### config.mk
export PLATFORM = sky130hd
export DESIGN_NAME = pwm_ramp_ctrl_flat
export DESIGN_NICKNAME = d
export VERILOG_FILES = /design/src/rtl/pwm_pkg.sv /design/src/rtl/pwm_ramp_ctrl_if.sv /design/src/rtl/pwm_step_timer.sv /design/src/rtl/pwm_ramp_ctrl.sv /design/src/flat_wrapper.sv
export SDC_FILE = /design/constraint.sdc
export NUM_CORES = 1
export LEC_CHECK = 0
export BUFFER_PORTS_ARGS = -buffer_cell sky130_fd_sc_hd__buf_2
export CORE_ASPECT_RATIO = 0.9
export CORE_MARGIN = 1.5
export CORE_UTILIZATION = 50
export CTS_CLUSTER_DIAMETER = 80
export DETAILED_ROUTE_END_ITERATION = 12
export GPL_ROUTABILITY_DRIVEN = 0
export PLACE_DENSITY = 0.68
export SYNTH_ARGS = -nofsm -noshare
export SYNTH_HDL_FRONTEND = slang
export SYNTH_SLANG_ARGS = --single-unit
### constraint.sdc
create_clock -name clk_in -period 3.23 [get_ports clk_in]
set_clock_uncertainty 0.1 [all_clocks]
set_input_delay 0 -clock clk_in [delete_from_list [all_inputs] [get_ports clk_in]]
set_output_delay 0 -clock clk_in [all_outputs]
set_load 0.02 [all_outputs]
### src/rtl/pwm_pkg.sv
// Shared definitions for the PWM duty ramp controller: default duty width,
// full-scale duty value and the controller FSM state encoding.
package pwm_pkg;

   localparam int BITS_DUTY_DEFAULT = 3;
   localparam int DUTY_W            = BITS_DUTY_DEFAULT + 1;
   localparam logic [DUTY_W-1:0] DUTY_MAX = DUTY_W'(1 << BITS_DUTY_DEFAULT);

   typedef enum logic [1:0] {
      ST_IDLE = 2'd0,
      ST_RAMP = 2'd1,
      ST_DONE = 2'd2
   } state_e;

endpackage

### src/rtl/pwm_ramp_ctrl_if.sv
// Request channel carrying a new target duty into the ramp controller.
interface pwm_ramp_ctrl_if
   import pwm_pkg::*;
#(
   parameter int DUTY_W = pwm_pkg::DUTY_W
) ();

   // A transfer happens on every rising edge where req_valid && req_ready.
   // The requester holds req_valid and req_target stable until that edge;
   // req_ready never depends combinationally on req_valid.
   logic              req_valid;
   logic [DUTY_W-1:0] req_target;
   logic              req_ready;

   modport master (
      output req_valid,
      output req_target,
      input  req_ready
   );

   modport slave (
      input  req_valid,
      input  req_target,
      output req_ready
   );

endinterface

### src/rtl/pwm_step_timer.sv
// Counts PWM periods and flags the tick on which a one-LSB duty step is due.
module pwm_step_timer #(
   parameter int STEP_PERIODS = 4
) (
   input  logic clk_in,
   input  logic rst,
   input  logic clear_i,
   input  logic tick_i,
   output logic tc_o
);

   localparam logic [7:0] LAST = 8'(STEP_PERIODS - 1);

   logic [7:0] cnt_q;
   logic [7:0] cnt_d;

   assign tc_o = tick_i && (cnt_q == LAST);

   always_comb begin
      cnt_d = cnt_q;
      if (clear_i || tc_o) begin
         cnt_d = '0;
      end else if (tick_i) begin
         cnt_d = cnt_q + 8'd1;
      end
   end

   always_ff @(posedge clk_in or posedge rst) begin
      if (rst) begin
         cnt_q <= '0;
      end else begin
         cnt_q <= cnt_d;
      end
   end

endmodule

### src/rtl/pwm_ramp_ctrl.sv
// Ramps a registered PWM duty toward a requested target, one LSB every
// STEP_PERIODS PWM periods, changing duty only on period boundaries.
module pwm_ramp_ctrl
   import pwm_pkg::*;
#(
   parameter int BITS_duty    = BITS_DUTY_DEFAULT,
   parameter int STEP_PERIODS = 4
) (
   input  logic               clk_in,
   input  logic               rst,
   input  logic               period_tick,
   input  logic               abort,
   pwm_ramp_ctrl_if.slave     req_if,
   output logic [BITS_duty:0] duty,
   output logic               busy,
   output logic               done,
   output state_e             state_o
);

   localparam int DW = BITS_duty + 1;
   localparam logic [DW-1:0] DMAX = {1'b1, {BITS_duty{1'b0}}};

   state_e          state_q;
   state_e          state_d;
   logic [DW-1:0]   duty_q;
   logic [DW-1:0]   duty_d;
   logic [DW-1:0]   target_q;
   logic [DW-1:0]   target_d;
   logic [DW-1:0]   clamped;
   logic            done_q;
   logic            done_d;
   logic            step_tc;

   assign clamped = (req_if.req_target > DMAX) ? DMAX : req_if.req_target;

   // Counter only runs during a ramp, so it starts from zero on every transfer.
   pwm_step_timer #(
      .STEP_PERIODS (STEP_PERIODS)
   ) u_step_timer (
      .clk_in  (clk_in),
      .rst     (rst),
      .clear_i (state_q != ST_RAMP),
      .tick_i  (period_tick),
      .tc_o    (step_tc)
   );

   always_comb begin
      state_d  = state_q;
      duty_d   = duty_q;
      target_d = target_q;
      unique case (state_q)
         ST_IDLE: begin
            if (req_if.req_valid) begin
               target_d = clamped;
               state_d  = (clamped == duty_q) ? ST_DONE : ST_RAMP;
            end
         end
         ST_RAMP: begin
            if (abort) begin
               state_d = ST_IDLE;
            end else if (step_tc) begin
               duty_d = (target_q > duty_q) ? duty_q + 1'b1 : duty_q - 1'b1;
               if (duty_d == target_q) begin
                  state_d = ST_DONE;
               end
            end
         end
         ST_DONE: begin
            state_d = ST_IDLE;
         end
         default: begin
            state_d = ST_IDLE;
         end
      endcase
      done_d = (state_d == ST_DONE);
   end

   always_ff @(posedge clk_in or posedge rst) begin
      if (rst) begin
         state_q  <= ST_IDLE;
         duty_q   <= '0;
         target_q <= '0;
         done_q   <= 1'b0;
      end else begin
         state_q  <= state_d;
         duty_q   <= duty_d;
         target_q <= target_d;
         done_q   <= done_d;
      end
   end

   assign req_if.req_ready = (state_q == ST_IDLE);
   assign busy             = (state_q == ST_RAMP);
   assign done             = done_q;
   assign duty             = duty_q;
   assign state_o          = state_q;

endmodule
### src/flat_wrapper.sv
// flat-port wrapper written by rule: the top's interface ports become plain ports
module pwm_ramp_ctrl_flat import pwm_pkg::*;
#(
   parameter int BITS_duty    = BITS_DUTY_DEFAULT,
   parameter int STEP_PERIODS = 4
)
  (clk_in, rst, period_tick, abort, duty, busy, done, state_o, req_if_req_valid, req_if_req_target, req_if_req_ready);
  pwm_ramp_ctrl_if req_if_i ();
  input  logic clk_in;
  input  logic rst;
  input  logic period_tick;
  input  logic abort;
  output logic [BITS_duty:0] duty;
  output logic busy;
  output logic done;
  output state_e state_o;
  input wire logic [$bits(req_if_i.req_valid)-1:0] req_if_req_valid;
  input wire logic [$bits(req_if_i.req_target)-1:0] req_if_req_target;
  output wire logic [$bits(req_if_i.req_ready)-1:0] req_if_req_ready;
  assign req_if_i.req_valid = req_if_req_valid;
  assign req_if_i.req_target = req_if_req_target;
  assign req_if_req_ready = req_if_i.req_ready;
  pwm_ramp_ctrl #(.BITS_duty(BITS_duty), .STEP_PERIODS(STEP_PERIODS)) u_core (.clk_in(clk_in), .rst(rst), .period_tick(period_tick), .abort(abort), .req_if(req_if_i), .duty(duty), .busy(busy), .done(done), .state_o(state_o));
endmodule
==> results of run 1 <==
==> placed cells by master, fill, tap and decap left out, types with 2 or more instances in the layout <==
cell type and count:
clkbuf_4 3, nand2b_1 3, xor2_1 5, dlygate4sd3_1 10
dfrtp_1 19, nand2_1 9, o21ai_0 7, ha_1 7
nor2_1 11, nor2b_1 2, buf_2 17, inv_1 7
nand3_1 3, xnor2_1 13, a32o_1 3, nand4_1 2
==> power by group through the flow <==
stage | Combinational (mW) | Sequential [mW] | Clock, mW
6_report | 0.168 | 0.266 | 0.125
3_3_place_gp | 0.145 | 0.269 | 0
5_1_grt | 0.184 | 0.267 | 0.143
2_1_floorplan | 0.109 | 0.271 | 0
3_5_place_dp | 0.151 | 0.269 | 0
4_1_cts | 0.161 | 0.265 | 0.130
==> worst max-delay path: cells and delay by family, from the launching register on <==
kind	cells	cell delay [ps]
and+or+nand+nor	2	240
AOI/OAI and AO/OA	5	1000
adders and majority gates	2	570
xor gates and xnor gates	2	360
buffers and inverters	1	110
DFF	1	470
==> layout make-up <==
type                    count  area (sq um)  area share, %
multi-input cells          86           648           46.4
flip-flops and latches     19           475           34.1
repair buffers             27           185           13.3
well taps                  27          33.8           2.42
inverters                   7          26.3           1.88
clock buffers               3          22.5           1.61
clock inverters             1          5.00          0.358
==> sequential cells by signal, summed over array words and instances (netlist names) <==
signal and flops:
u_core.u_step_timer.cnt_q 8, u_core.state_o 2, u_core.duty 4, u_core.target_q 4, u_core.done 1
==> routing by layer <==
layer / share of wire, % / track usage (%)
met1: 51 / 29.8
met2: 43 / 30.9
met4: 1.9 / 5.56
met3: 4.2 / 5.86
met5: 0 / 0
==> worst max path at each step <==
stage,start,endpoint,slack (ps),cells after the start
6_report,u_core.duty[1]$_DFFE_PP0P_,u_core.done$_DFF_PP0_,280,12
5_1_grt,u_core.duty[1]$_DFFE_PP0P_,u_core.done$_DFF_PP0_,70,12
4_1_cts,u_core.duty[1]$_DFFE_PP0P_,u_core.done$_DFF_PP0_,260,12
3_5_place_dp,u_core.duty[1]$_DFFE_PP0P_,u_core.done$_DFF_PP0_,310,12
3_3_place_gp,u_core.duty[3]$_DFFE_PP0P_,u_core.done$_DFF_PP0_,450,12
2_1_floorplan,u_core.duty[1]$_DFFE_PP0P_,u_core.done$_DFF_PP0_,450,12
==> stage by stage <==
step / setup WS, ps / instances / util [%] / area [sq um] / hold slack [ps]
global placement: 446 / 156 / 58.3 / 1260 / 53.4
detailed placement: 315 / 156 / 58.3 / 1260 / 69.8
finish: 277 / 170 / 64.6 / 1400 / 63.4
global route: 66.4 / 170 / 64.6 / 1400 / 51.3
floorplan: 451 / 112 / - / 1140 / -149
CTS: 263 / 170 / 64.2 / 1390 / 54.9
==> cell families after synthesis <==
logic type               Yosys count  synth area share (%)
AND/OR/NAND/NOR                   41                  20.3
XOR/XNOR                          19                  14.6
flip-flops                        19                  41.6
AO/OA/AOI/OAI                     16                  9.53
adder cells (fa/ha/maj)            8                  9.42
buffers and inverters              7                  2.30
multiplexers                       2                  2.30
==> what timing repair did <==
| action | in CTS | in global routing |
|---|---|---|
| gates resized for setup | 0 | 1 |
| hold buffers | 10 | 0 |
| hold endpoints to repair | 27 | 0 |
| setup endpoints to repair | 0 | 2 |
==> metrics.cfg, run 1 <==
[outcome]
outcome=complete, no violations

[timing]
relSlewSlack_pct=51.0
setup_violations=0
clock.fmax_ghz=0.339
worst_pin_slew_ps=734
setup_tns_ps=0
fin_crit_sh_pct=91.4
rsz0062_at_grt=no
slew_viol_final=0
min_period_ps=2950
hold_viol=0

[clocking]
cts_root_buf=clkbuf_4
cts_max_level=1
cts_tree=yes
clock_sinks=19
cts_buffer_depth=2
post_cts_buffers=0
clock_latency_ps=310
path_clk_slew_ps=120
cts_made_buffers=3

[floorplan]
die_h_microns=48.3
ios=18
die_area_sq_um=2580
core.rowCount=16
die_w_microns=53.4
core_sq_um=2160
initial_core_util_pct=52.8

[grt]
overflow=0
grt_pass1_vias=852
grt_first_pass_wirelength_microns=3980
antenna_found_initial=0
grt_start_max_net_pins=20
grt_use_total_pct=20.8

[setup_path]
arrival_ps=3060
slowest_stage=dfrtp_1
crit_chain=inv_1, ha_1, nor2b_1, o21ai_0, a32o_1, ha_1, a21o_1, a21oi_2, xnor2_1, xnor2_1, nor2_1, a32o_1
rr_worst_depth=12
endpoint_kind=flop
critPathLaunchType=flop
cp_data_required_time_ps=3340
reg2reg_from=u_core.duty[1]$_DFFE_PP0P_
cp_slowest_stage_delay_ps=470
cp_max_fo=6
ff2ff_setup_slack_ps=280
r2r-end=u_core.done$_DFF_PP0_
crit_type=flop to flop

[power_and_ir_drop]
p_sw_uw=183
ir_drop_mv=0.281
swShare_pct=32.9
leakagePower_nw=0.640
p_clk_share_pct=22.4
combPwrFrac_pct=30.1
p_per_area_nw_per_um2=400
pwr-share-seq_pct=47.6
p_int_uw=375
power_uw=558

[hold_path]
hold_path_class=primary input to flop
timing.hold.worst.start=abort
hold_depth=4
min_to=u_core.state_o[0]$_DFF_PP0_

[detailed_routing]
drt_wl_total_microns=2390
vias=883
drc=0
first_iter_violations=15
viasPerCell=5.19
dr.pass1.iters=4
wire_per_inst_microns=14.0
postRouteAntennaNets=0

[layout]
nNetsFinal=161
drive_gt1_share_pct=23.1
fillCellCount=173
syn2layout_area_growth_pct=22.2
diodes=0

[logic_synthesis]
yosysMostFrequentCell=dfrtp_1
synth_top_cell_area_share_pct=41.6
synth-async-reset-ratio_pct=100
synth_area_per_cell_sq_um=10.2
ys_top_cells_by_count=19 x dfrtp_1, 14 x xnor2_1, 11 x nor2_1
synthFlopType=dfrtp_1
yosysSeqAreaShare_pct=41.6
ys_seq_elements=19
yosys.area.top_type=dfrtp_1
synth_nets=129
yosys-top-cells-area=dfrtp_1 42%, xnor2_1 11%, ha_1 7.7%
synth_edf_count=0
netlist_area_sq_um=1140
synth_cell_type_count=33
yosys_warnings=0
syn_inst=112

[flow_run]
maxCapViolations=0

[placed_design]
portBuffers=17
hpwl_microns=1720

Note: power is estimated with default switching activity, not from simulation.
==> inputs of run 2 (changes only) <==
Settings changed: CTS_BUF_LIST set to sky130_fd_sc_hd__clkbuf_8, HOLD_SLACK_MARGIN set to 0.1.
==> metrics.cfg, run 2 (synthesis results as in run 1) <==
[outcome]
outcome=complete, no violations  ; unchanged

[clocking]
clock_sinks=19  ; unchanged
post_cts_buffers=0  ; unchanged
clock_latency_ps=260  ; was 310 ps
cts_root_buf=clkbuf_8  ; was clkbuf_4
cts_buffer_depth=2  ; unchanged
cts_made_buffers=3  ; unchanged
cts_tree=yes  ; unchanged
cts_resized=0  ; unchanged
cts_max_level=1  ; unchanged
path_clk_slew_ps=70  ; was 120 ps

[detailed_routing]
vias=900  ; was 883
drc=0  ; unchanged
postRouteAntennaNets=0  ; unchanged
dr.pass1.iters=4  ; unchanged
first_iter_violations=17  ; was 15
drt_wl_total_microns=2430  ; was 2390 microns
wire_per_inst_microns=14.2  ; was 14.0 microns
viasPerCell=5.26  ; was 5.19

[timing]
worst_pin_slew_ps=731  ; was 734 ps
clock.fmax_ghz=0.336  ; was 0.339 GHz
hold_viol=0  ; unchanged
fin_crit_sh_pct=92.2  ; was 91.4%
setup_violations=0  ; unchanged
rsz0062_at_grt=no  ; unchanged
relSlewSlack_pct=51.2  ; was 51.0%
min_period_ps=2980  ; was 2950 ps
setup_tns_ps=0  ; unchanged
slew_viol_final=0  ; unchanged

[placed_design]
portBuffers=17  ; unchanged
hpwl_microns=1720  ; unchanged

[grt]
antenna_found_initial=0  ; unchanged
grt_first_pass_wirelength_microns=4030  ; was 3980 microns
grt_start_max_net_pins=20  ; unchanged
overflow=0  ; unchanged
grt_use_total_pct=21.4  ; was 20.8%
grt_pass1_vias=849  ; was 852

[setup_path]
crit_family=adder cells  ; was compound AO/OA/AOI/OAI gates
cp_max_fo=6  ; unchanged
endpoint_kind=flop  ; unchanged
cp_num_cells=12  ; unchanged
arrival_ps=3080  ; was 3060 ps
slowest_stage=dfrtp_1  ; unchanged
startpoint=u_core.duty[1]$_DFFE_PP0P_  ; unchanged
cp_slowest_stage_delay_ps=450  ; was 470 ps
critPathLaunchType=flop  ; unchanged
r2r-end=u_core.done$_DFF_PP0_  ; unchanged
rr_worst_depth=12  ; unchanged
crit_chain=inv_1, ha_1, nor2b_1, o21ai_0, a32o_1, inv_1, fa_1, xnor2_1, xnor2_1, nand3_1, nor2_1, a32o_1  ; was inv_1, ha_1, nor2b_1, o21ai_0, a32o_1, ha_1, a21o_1, a21oi_2, xnor2_1, xnor2_1, nor2_1, a32o_1
crit_end=u_core.done$_DFF_PP0_  ; unchanged
cp_data_required_time_ps=3330  ; was 3340 ps
ff2ff_setup_slack_ps=250  ; was 280 ps
crit_type=flop to flop  ; unchanged
reg2reg_from=u_core.duty[1]$_DFFE_PP0P_  ; unchanged
cp.buffers_inverters=2  ; was 1

[layout]
most-common-layout-cells=19 x dfrtp_1, 17 x buf_2, 14 x xnor2_1  ; was 19 x dfrtp_1, 17 x buf_2, 13 x xnor2_1
largest_reg_flops=8  ; unchanged
diodes=0  ; unchanged
syn2layout_area_growth_pct=24.1  ; was 22.2%
fillCellCount=169  ; was 173
regMostFlops=u_core.u_step_timer.cnt_q  ; unchanged
mostFrequentLayoutCell=dfrtp_1  ; unchanged
drive_gt1_share_pct=22.2  ; was 23.1%
nNetsFinal=162  ; was 161

[floorplan]
core_sq_um=2160  ; unchanged
core.rowCount=16  ; unchanged
die_h_microns=48.3  ; unchanged
initial_core_util_pct=52.8  ; unchanged
die_w_microns=53.4  ; unchanged
ios=18  ; unchanged
die_area_sq_um=2580  ; unchanged

[power_and_ir_drop]
p_per_area_nw_per_um2=422  ; was 400 nW/um^2
p_clk_share_pct=27.9  ; was 22.4%
leakagePower_nw=0.648  ; was 0.640 nW
combPwrFrac_pct=27.7  ; was 30.1%
ir_drop_mv=0.339  ; was 0.281 mV
pwr-share-seq_pct=44.4  ; was 47.6%
swShare_pct=30.8  ; was 32.9%
p_sw_uw=184  ; was 183 uW
p_int_uw=414  ; was 375 uW
power_uw=598  ; was 558 uW

[hold_path]
hold_path_class=primary input to flop  ; unchanged

[flow_run]
maxCapViolations=0  ; unchanged

run 2: changes by cell type in the layout (fill, tap and decap cells not counted):
| cell | change |
|---|---|
| clkbuf_4 | -3 |
| clkbuf_8 | +3 |
| dlygate4sd3_1 | +1 |
| xnor2_1 | +1 |
| xnor2_2 | -1 |
run 2: per-stage QoR:
| step | hold WS (ps) | util [%] | instance area, sq um | cells | setup slack (ps) |
|---|---|---|---|---|---|
| CTS | 115 | 65.6 | 1420 | 171 | 279 |
| global route | 116 | 65.6 | 1420 | 171 | 27.1 |
| floorplan | -149 | - | 1140 | 112 | 451 |
| detailed placement | 69.8 | 58.3 | 1260 | 156 | 315 |
| finish | 121 | 65.6 | 1420 | 171 | 251 |
| global placement | 53.4 | 58.3 | 1260 | 156 | 446 |
run 2: power by group through the flow:
stage,Clock (mW),Sequential [mW],Combinational [mW]
3_3_place_gp,0,0.269,0.145
2_1_floorplan,0,0.271,0.109
4_1_cts,0.175,0.265,0.163
3_5_place_dp,0,0.269,0.151
6_report,0.167,0.266,0.166
5_1_grt,0.187,0.267,0.182
run 2: final cells by class:
class	instances	area [sq um]	area share, %
multi-input cells	86	641	45.2
flip-flops and latches	19	475	33.5
repair buffers	28	195	13.8
clock buffers	3	41.3	2.91
well taps	27	33.8	2.38
inverters	7	26.3	1.85
clock inverters	1	5.00	0.353
run 2: how the worst min path moves through the flow:
stage | depth (start not counted) | slack [ps] | endpoint | from
2_1_floorplan | 1 | -150 | u_core.done$_DFF_PP0_ | rst
3_3_place_gp | 2 | 50 | u_core.duty[3]$_DFFE_PP0P_ | rst
3_5_place_dp | 2 | 70 | u_core.duty[3]$_DFFE_PP0P_ | rst
4_1_cts | 4 | 110 | u_core.state_o[0]$_DFF_PP0_ | abort
5_1_grt | 4 | 120 | u_core.state_o[0]$_DFF_PP0_ | abort
6_report | 4 | 120 | u_core.state_o[0]$_DFF_PP0_ | abort
run 2: worst min-delay path: stages:
cell and delay (ps):
buf_2 70, and2b_1 210, o21ai_0 80, o21ai_0 70
run 2: timing repair:
| item | 4_1_cts | 5_1_grt |
|---|---|---|
| hold endpoints to repair | 28 | 0 |
| setup endpoints to repair | 0 | 0 |
| hold buffers | 11 | 0 |
run 2: routing by layer:
metal,share of wire [%],up-vias,global-route usage [%]
met5,0,-,0
met4,2.0,0,6.84
met3,4.0,6,6.79
met2,44,19,30.9
met1,49,426,30.5
li1,-,449,-
==> inputs of run 3 (changes only) <==
Settings changed: CORE_UTILIZATION 50 to 40, PLACE_DENSITY 0.68 to 0.56, SYNTH_HIERARCHICAL set to 1.
==> metrics.cfg, run 3 <==
[layout]
drive_gt1_share_pct=18.3  ; was 22.2%
utilization_pct=52.8  ; was 65.6%
mostFrequentLayoutCell=dfrtp_1  ; unchanged
nNetsFinal=171  ; was 162
regMostFlops=u_core/u_step_timer/cnt_q  ; was u_core.u_step_timer.cnt_q
fin_cells=193  ; was 171
fillCellCount=264  ; was 169
most-common-layout-cells=19 x dfrtp_1, 17 x buf_2, 14 x nand2_1  ; was 19 x dfrtp_1, 17 x buf_2, 14 x xnor2_1
largest_reg_flops=8  ; unchanged
syn2layout_area_growth_pct=24.7  ; was 24.1%
diodes=0  ; unchanged

[grt]
antenna_found_initial=0  ; unchanged
overflow=0  ; unchanged
grt_use_total_pct=17.3  ; was 21.4%
grt_start_max_net_pins=12  ; was 20
grt_pass1_vias=932  ; was 849
grt_first_pass_wirelength_microns=4150  ; was 4030 microns

[clocking]
cts_made_buffers=3  ; unchanged
cts_root_buf=clkbuf_8  ; unchanged
cts_max_level=1  ; unchanged
cts_resized=0  ; unchanged
clock_latency_ps=250  ; was 260 ps
post_cts_buffers=0  ; unchanged
path_clk_slew_ps=70  ; about the same
clock_sinks=19  ; unchanged
cts_tree=yes  ; unchanged
hold_buffers=11  ; unchanged
cts_buffer_depth=2  ; unchanged

[setup_path]
ff2ff_setup_slack_ps=310  ; was 250 ps
reg2reg_from=u_core/duty[1]$_DFFE_PP0P_  ; was u_core.duty[1]$_DFFE_PP0P_
critPathLaunchType=flop  ; unchanged
crit_type=flop to flop  ; unchanged
startpoint=u_core/duty[1]$_DFFE_PP0P_  ; was u_core.duty[1]$_DFFE_PP0P_
endpoint_kind=flop  ; unchanged
r2r-end=u_core/state_o[0]$_DFF_PP0_  ; was u_core.done$_DFF_PP0_
arrival_ps=2970  ; was 3080 ps
cp_max_fo=7  ; was 6
rr_worst_depth=13  ; was 12
crit_end=u_core/state_o[0]$_DFF_PP0_  ; was u_core.done$_DFF_PP0_
cp_data_required_time_ps=3280  ; was 3330 ps

[power_and_ir_drop]
p_per_area_nw_per_um2=528  ; was 422 nW/um^2
power_uw=772  ; was 598 uW
leakagePower_nw=0.670  ; was 0.648 nW
pwr-share-seq_pct=37.3  ; was 44.4%
combPwrFrac_pct=41.7  ; was 27.7%
p_clk_share_pct=21.0  ; was 27.9%
p_int_uw=495  ; was 414 uW
ir_drop_mv=0.256  ; was 0.339 mV
swShare_pct=35.8  ; was 30.8%
p_sw_uw=276  ; was 184 uW

[logic_synthesis]
synth_area_per_cell_sq_um=9.61  ; was 10.2 sq um
yosys_warnings=6  ; was 0
synth_cell_type_count=34  ; was 33
synthFlopType=dfrtp_1  ; unchanged
synth_top_cell_area_share_pct=40.6  ; was 41.6%
synth_edf_count=0  ; unchanged
yosysMostFrequentCell=dfrtp_1  ; unchanged
yosys.area.top_type=dfrtp_1  ; unchanged
syn_inst=122  ; was 112
ys_seq_elements=19  ; unchanged
yosys-top-cells-area=dfrtp_1 41%, ha_1 7.5%, nand2_1 4.5%  ; was dfrtp_1 42%, xnor2_1 11%, ha_1 7.7%
synth-async-reset-ratio_pct=100  ; unchanged
netlist_area_sq_um=1170  ; was 1140 sq um
synth_nets=139  ; was 129
yosysSeqAreaShare_pct=40.6  ; was 41.6%
ys_top_cells_by_count=19 x dfrtp_1, 14 x nand2_1, 10 x inv_1  ; was 19 x dfrtp_1, 14 x xnor2_1, 11 x nor2_1

[timing]
slew_viol_final=0  ; unchanged
min_period_ps=2920  ; was 2980 ps
setup_tns_ps=0  ; unchanged
hold_slack_ps=134  ; was 121 ps
rsz0062_at_grt=no  ; unchanged
fin_crit_sh_pct=90.4  ; was 92.2%
hold_viol=0  ; unchanged
clock.fmax_ghz=0.343  ; was 0.336 GHz
worst_pin_slew_ps=476  ; was 731 ps
relSlewSlack_pct=68.0  ; was 51.2%
setup_violations=0  ; unchanged

[placed_design]
hpwl_microns=1820  ; was 1720 microns
portBuffers=17  ; unchanged
dp_cells=178  ; was 156

[floorplan]
die_area_sq_um=3270  ; was 2580 sq um
die_w_microns=60.1  ; was 53.4 microns
core_sq_um=2770  ; was 2160 sq um
die_h_microns=54.4  ; was 48.3 microns
core.rowCount=18  ; was 16
initial_core_util_pct=42.3  ; was 52.8%
ios=18  ; unchanged

[detailed_routing]
viasPerCell=4.87  ; was 5.26
first_iter_violations=21  ; was 17
drt_wl_total_microns=2360  ; was 2430 microns
drc=0  ; unchanged
wire_per_inst_microns=12.2  ; was 14.2 microns
vias=940  ; was 900
postRouteAntennaNets=0  ; unchanged
dr.pass1.iters=4  ; unchanged

[outcome]
outcome=complete, no violations  ; unchanged

[hold_path]
hold_path_class=primary input to asynchronous set/reset pin  ; was primary input to flop

[flow_run]
maxCapViolations=0  ; unchanged

-- run 3: how the worst min path moves through the flow --
stage,from,end,slack [ps],cells after the start
finish,rst,u_core/u_step_timer/cnt_q[6]$_DFFE_PP0P_,130,3
global route,rst,u_core/u_step_timer/cnt_q[6]$_DFFE_PP0P_,170,3
CTS,rst,u_core/u_step_timer/cnt_q[6]$_DFFE_PP0P_,140,3
detailed placement,rst,u_core/u_step_timer/cnt_q[2]$_DFFE_PP0P_,-130,2
global placement,rst,u_core/u_step_timer/cnt_q[2]$_DFFE_PP0P_,-130,2
floorplan,rst,u_core/u_step_timer/cnt_q[0]$_DFFE_PP0P_,-280,1
-- run 3: per-stage QoR --
step                      area (sq um)  worst slack, ps
after global routing              1460             60.1
after global placement            1310              400
final                             1460              311
after detailed placement          1310              299
after floorplan                   1170              374
after CTS                         1460              300
-- run 3: layout make-up --
class | instances | area, sq um | share of cell area, %
Clock buffer | 3 | 41.3 | 2.83
Clock inverter | 1 | 3.75 | 0.257
Inverter | 10 | 37.5 | 2.57
Multi-Input combinational cell | 91 | 651 | 44.5
Sequential cell | 19 | 475 | 32.5
Tap cell | 40 | 50.0 | 3.42
Timing Repair Buffer | 29 | 203 | 13.9
-- run 3: cells by family (layout without fill, tap and decap cells) --
family | Yosys count | count (layout) | synth area share [%]
AND/OR/NAND/NOR | 44 | 44 | 19.2
AO/OA/AOI/OAI | 25 | 25 | 15.2
flip-flops | 19 | 19 | 40.6
XOR/XNOR | 12 | 12 | 10.1
buffers and inverters | 12 | 43 | 3.95
adder cells (fa/ha/maj) | 8 | 8 | 9.18
multiplexers | 2 | 2 | 1.81
-- run 3: power groups by stage --
stage | clock network (mW) | logic (mW) | registers [mW]
final | 0.162 | 0.322 | 0.287
after floorplan | 0 | 0.233 | 0.300
after global routing | 0.180 | 0.362 | 0.292
after CTS | 0.171 | 0.324 | 0.288
after global placement | 0 | 0.306 | 0.291
after detailed placement | 0 | 0.311 | 0.292
-- run 3: worst max-delay path, cell delays in order (launching register included) --
cell      delay [ps]
dfrtp_1          440
inv_1            110
ha_1             300
nor2b_2          150
o211ai_2         100
a21oi_4          210
inv_1             90
ha_1             270
a21o_1           170
a21oi_1          180
xnor2_1          190
xnor3_1          310
o21ai_1          140
nand2_1           60
-- run 3: layer usage --
layer / routed length [microns] / GRT usage, %
met1: 1260 / 24.7
met2: 1030 / 26.6
met3: 60 / 3.07
met5: 0 / 0
met4: 10 / 5.56
